## config.mk

```make
export PLATFORM = sky130hd
export DESIGN_NAME = ac_sequencer
export DESIGN_NICKNAME = d
export VERILOG_FILES = /design/src/rtl/ac_sequencer.sv
export SDC_FILE = /design/constraint.sdc
export NUM_CORES = 1
export LEC_CHECK = 0
export BUFFER_PORTS_ARGS = -buffer_cell sky130_fd_sc_hd__buf_2
export CORE_ASPECT_RATIO = 0.75
export CORE_MARGIN = 5
export CORE_UTILIZATION = 48
export DETAILED_ROUTE_END_ITERATION = 8
export PLACE_DENSITY = 0.87
export SLEW_MARGIN = 20
export SYNTH_ARGS = -nofsm -noshare
export SYNTH_HDL_FRONTEND = slang
export SYNTH_SLANG_ARGS = --single-unit
```

## constraint.sdc

```tcl
create_clock -name clk -period 2.5 [get_ports clk]
set_input_delay 0.5 -clock clk [delete_from_list [all_inputs] [get_ports clk]]
set_output_delay 0.5 -clock clk [all_outputs]
set_load 0.05 [all_outputs]
```

## src/rtl/ac_sequencer.sv

```systemverilog
// ac_sequencer
//   Runs one dot-product accumulation on the 24-bit AC register per command:
//   initialise AC (clear or preload), accept `len` operand pairs over a
//   valid/ready handshake pulsing AC's load-from-ALU strobe once per pair,
//   then latch the final AC value into `result` and pulse `done`.
//   This block is the only driver of AC's control pins.
//
// Ports
//   clk, rst          clock, asynchronous active-low reset
//   start, len,       command strobe (IDLE only) with pair count,
//   init_en, init_val init mode (1 = preload init_val, 0 = clear) and value
//   abort             synchronous cancel of the running command
//   inc_req           single AC increment request while idle
//   op_valid/op_ready operand-pair handshake with the fetch unit
//   ac_q              AC data_out
//   ac_rst, ac_write_en, ac_alu_to_ac, ac_incre, ac_data   AC control/data_in
//   idx               index of the next pair to accept
//   busy, done, result  status, completion pulse, final AC value
`timescale 1ns/1ps

module ac_sequencer #(
    parameter int unsigned WORD  = 24,
    parameter int unsigned CNT_W = 8
) (
    input  logic             clk,
    input  logic             rst,
    input  logic             start,
    input  logic [CNT_W-1:0] len,
    input  logic             init_en,
    input  logic [WORD-1:0]  init_val,
    input  logic             abort,
    input  logic             inc_req,
    input  logic             op_valid,
    output logic             op_ready,
    input  logic [WORD-1:0]  ac_q,
    output logic             ac_rst,
    output logic             ac_write_en,
    output logic             ac_alu_to_ac,
    output logic             ac_incre,
    output logic [WORD-1:0]  ac_data,
    output logic [CNT_W-1:0] idx,
    output logic             busy,
    output logic             done,
    output logic [WORD-1:0]  result
);

    typedef enum logic [2:0] {
        S_IDLE,
        S_INIT,
        S_WAIT_OP,
        S_ACC,
        S_DRAIN,
        S_DONE
    } state_t;

    state_t           state_q, state_d;
    logic [CNT_W-1:0] len_q, len_d;
    logic             init_en_q, init_en_d;
    logic [WORD-1:0]  init_val_q, init_val_d;
    logic [CNT_W-1:0] idx_q, idx_d;
    logic [WORD-1:0]  result_q, result_d;
    logic             abort_hit;

    always_ff @(posedge clk or negedge rst) begin
        if (!rst) begin
            state_q    <= S_IDLE;
            len_q      <= '0;
            init_en_q  <= 1'b0;
            init_val_q <= '0;
            idx_q      <= '0;
            result_q   <= '0;
        end else begin
            state_q    <= state_d;
            len_q      <= len_d;
            init_en_q  <= init_en_d;
            init_val_q <= init_val_d;
            idx_q      <= idx_d;
            result_q   <= result_d;
        end
    end

    // Abort only cancels an in-flight command; IDLE and DONE ignore it.
    assign abort_hit = abort && (state_q != S_IDLE) && (state_q != S_DONE);

    always_comb begin
        state_d    = state_q;
        len_d      = len_q;
        init_en_d  = init_en_q;
        init_val_d = init_val_q;
        idx_d      = idx_q;
        result_d   = result_q;

        unique case (state_q)
            S_IDLE: begin
                if (start) begin
                    len_d      = len;
                    init_en_d  = init_en;
                    init_val_d = init_val;
                    idx_d      = '0;
                    state_d    = S_INIT;
                end
            end
            S_INIT: begin
                state_d = (len_q != '0) ? S_WAIT_OP : S_DRAIN;
            end
            S_WAIT_OP: begin
                if (op_valid) begin
                    state_d = S_ACC;
                end
            end
            S_ACC: begin
                idx_d   = idx_q + CNT_W'(1);
                state_d = (idx_q == len_q - CNT_W'(1)) ? S_DRAIN : S_WAIT_OP;
            end
            S_DRAIN: begin
                result_d = ac_q;
                state_d  = S_DONE;
            end
            S_DONE: begin
                state_d = S_IDLE;
            end
            default: begin
                state_d = S_IDLE;
            end
        endcase

        if (abort_hit) begin
            state_d  = S_IDLE;
            idx_d    = idx_q;
            result_d = result_q;
        end
    end

    // AC strobes are suppressed in the abort cycle so a cancelled command
    // never touches AC on its way out.
    assign ac_rst       = (state_q == S_INIT) && !init_en_q && !abort_hit;
    assign ac_write_en  = (state_q == S_INIT) &&  init_en_q && !abort_hit;
    assign ac_alu_to_ac = (state_q == S_ACC) && !abort_hit;
    // The idle increment acts in the request cycle; it is qualified by rst so
    // that every output reads 0 while reset is held.
    assign ac_incre     = rst && (state_q == S_IDLE) && inc_req && !start;
    assign ac_data      = init_val_q;
    assign op_ready     = (state_q == S_WAIT_OP);
    assign idx          = idx_q;
    assign busy         = (state_q != S_IDLE);
    assign done         = (state_q == S_DONE);
    assign result       = result_q;

endmodule

```

==> results.py <==
metrics = {
    "pwr": {
        "switching_share_pct": 43.43,
        "power_frac_clock_pct": 22.4,
        "seq_power_share_pct": 34.0,
        "p_switching_w": 0.002218,
        "power.density_mw_per_mm2": 1271,
        "cellLeakagePower_nw": 2.083,
        "combPwrFrac_pct": 43.6,
        "intPower_w": 0.002890,
        "finalPower_w": 0.005108,
        "ir_drop_mv": 0.8549,
    },
    "sta": {
        "worst_pin_slew_ns": 0.8510,
        "rsz0062_at_grt": "false",
        "slew_headroom_pct": 43.27,
        "finalSetupTns_ns": 0,
        "setup_viol": 0,
        "period_minus_slack_ns": 2.232,
        "hold_violations": 0,
        "skew_ns": 0.005367,
        "max_freq_mhz": 448.1,
        "drv_slew": 0,
        "fin_crit_sh_pct": 89.27,
    },
    "yosys": {
        "async_reset_ff_share_pct": 100.0,
        "synth_top_area_cell": "dfrtp_1",
        "ys_seq_area_share_pct": 55.99,
        "synthTopCellsByCount": "dfrtp_1 (68), mux2_2 (55), nor2_1 (15)",
        "synth_edf_count": 0,
        "netlist_area_mm2": 0.003039,
        "synthDistinctLibCells": 39,
        "synth.most_common_cell": "dfrtp_1",
        "yosys.area.top_type_share_pct": 55.99,
        "syn-instance-count": 233,
        "syn_nets": 299,
        "synth.area.top_cells": "dfrtp_1 (56%), mux2_2 (20%), xnor2_1 (2.6%)",
        "avgSynthCellArea_um2": 13.04,
        "synth_flop_cell": "dfrtp_1",
        "yosysWarnings": 0,
        "ys_seq_elements": 68,
    },
    "cts": {
        "insertion_delay_ns": 0.33,
        "clk_pin_slew_worst_paths_ns": 0.07,
        "cts_tree": "built",
        "cts.sinks": 68,
        "cts_buffers": 9,
        "htree_levels": 3,
        "postCtsSetupBuffers": 0,
        "cts_hold_buf": 0,
        "cts.repair.resized": 0,
        "clockBufferDepth": 2,
        "cts_root_buf": "clkbuf_8",
    },
    "grt": {
        "overflow": 0,
        "grt_pass1_vias": 2410,
        "track_usage_pct": 18.63,
        "antenna_found_initial": 0,
        "grt_pass1_wl_um": 11650,
        "grt_max_degree": 69,
    },
    "setup_path": {
        "crit_type": "register to output pin",
        "crit_fanout": 9,
        "critPathCaptureType": "output pin",
        "ff2ff_path_depth": 7,
        "worstSetupStartpointType": "register",
        "reg2reg_setup_slack_ns": 0.40,
        "reg2reg_to": "state_q[1]",
        "arrival_ns": 1.73,
        "cp.required_ns": 2.00,
        "r2r_start": "len_q[0]",
    },
    "run_status": {
        "status": "completed",
    },
    "route": {
        "drtAntennaViolNets": 0,
        "drtIter0Drc": 92,
        "drtPass1Iterations": 5,
        "via_per_inst": 5.091,
        "drc": 0,
        "routedWlPerCell_um": 15.66,
        "via_count": 2291,
        "totalWireLength_um": 7048,
    },
    "die": {
        "core_area_mm2": 0.006225,
        "initial_utilization_pct": 48.82,
        "dieArea_mm2": 0.008039,
        "num_rows": 25,
        "ios": 126,
        "die_x_um": 101.9,
        "die_h_um": 78.91,
    },
    "finish": {
        "multi_input_area_mm2": 0.001282,
        "areaGrowthSynthToFinish_pct": 32.19,
        "final_nets": 430,
        "fill_cells": 484,
        "regArea_mm2": 0.001702,
        "final_core_util_pct": 64.54,
        "drive_gt1_share_pct": 56.64,
        "num_antenna_cells": 0,
    },
    "min_path": {
        "hp-class": "input pin to async pin",
    },
    "place": {
        "gp_congestion": 0.8650,
        "hpwl_um": 5348,
        "port_buffers": 125,
    },
    "job": {
        "cap_violations": 0,
    },
}
==> power groups by stage <==
| stage | logic [W] | registers (W) | clock network (W) |
|---|---|---|---|
| 3_5_place_dp | 0.00225 | 0.00175 | 0 |
| 4_1_cts | 0.00225 | 0.00174 | 0.00118 |
| 2_1_floorplan | 0.000916 | 0.00251 | 0 |
| 3_3_place_gp | 0.00220 | 0.00173 | 0 |
| 5_1_grt | 0.00237 | 0.00180 | 0.00123 |
| 6_report | 0.00223 | 0.00174 | 0.00114 |
==> metrics by stage <==
step / setup WS, ns / cell area [µm²] / instances / hold slack (ns)
floorplan: 0.1435 / 3044 / 233 / 0.2044
global placement: 0.5175 / 3760 / 434 / 0.4830
detailed placement: 0.4313 / 3760 / 434 / 0.4907
CTS: 0.2560 / 4018 / 450 / 0.3721
global route: 0.1183 / 4018 / 450 / 0.3617
finish: 0.2682 / 4018 / 450 / 0.3657
==> worst max-delay path, cell delays in order, from the launching register on <==
cell and delay (ns):
dfrtp_1 0.49, nor2_4 0.19, and2_2 0.18, nand2_1 0.11, inv_2 0.14, buf_2 0.28
==> flip-flops by register name, indices dropped and copies added (netlist names) <==
register and count:
ac_data 24, len_q 8, result 24, idx 8
init_en_q 1, state_q 3
==> per-layer routing <==
metal  global-route usage [%]  wire [µm]  vias up
met5                        0          0        -
met4                    4.325         56        0
met3                    7.726        637        6
met2                    30.16       3502       80
met1                    23.43       2851     1128
li1                         -          -     1077
==> kinds of logic (layout without fill, tap and decap cells) <==
family | after synthesis | after routing | synth area share, %
adder cells (fa/ha/maj) | 3 | 3 | 1.235
buffers and inverters | 13 | 149 | 2.182
XOR/XNOR | 15 | 15 | 4.323
multiplexers | 55 | 55 | 20.38
AO/OA/AOI/OAI | 21 | 21 | 4.570
flip-flops | 68 | 68 | 55.99
AND/OR/NAND/NOR | 58 | 58 | 11.32
==> placed cells by master, fill, tap and decap left out, drive strengths merged, types with 2 or more instances in the layout <==
master,n
ha,3
or3,2
nand2b,5
nor2b,4
nor2,16
a31oi,2
and2,3
mux2,55
bufinv,3
nand3,3
clkbuf,11
nand2,10
xnor2,9
and3,2
o21ai,6
a21oi,4
nor3,4
a211o,2
nand4,3
buf,130
dfrtp,68
inv,4
a211oi,2
xor2,6
==> how the worst max path moves through the flow <==
stage / start / endpoint / slack [ns]
after CTS: state_q[2] / ac_alu_to_ac / 0.26
final: state_q[2] / ac_alu_to_ac / 0.27
after global placement: len_q[0] / state_q[1] / 0.52
after global routing: state_q[2] / ac_alu_to_ac / 0.12
after floorplan: state_q[1] / ac_incre / 0.14
after detailed placement: len_q[0] / state_q[1] / 0.43
==> area by class of cell <==
cell class	count	area share, %
Timing Repair Buffer	130	16.51
Clock inverter	5	2.647
Clock buffer	11	3.768
Multi-Input combinational cell	152	31.92
Inverter	3	0.2803
Tap cell	81	2.523
Sequential cell	68	42.35
No activity file was read; power rests on OpenSTA's default activity.
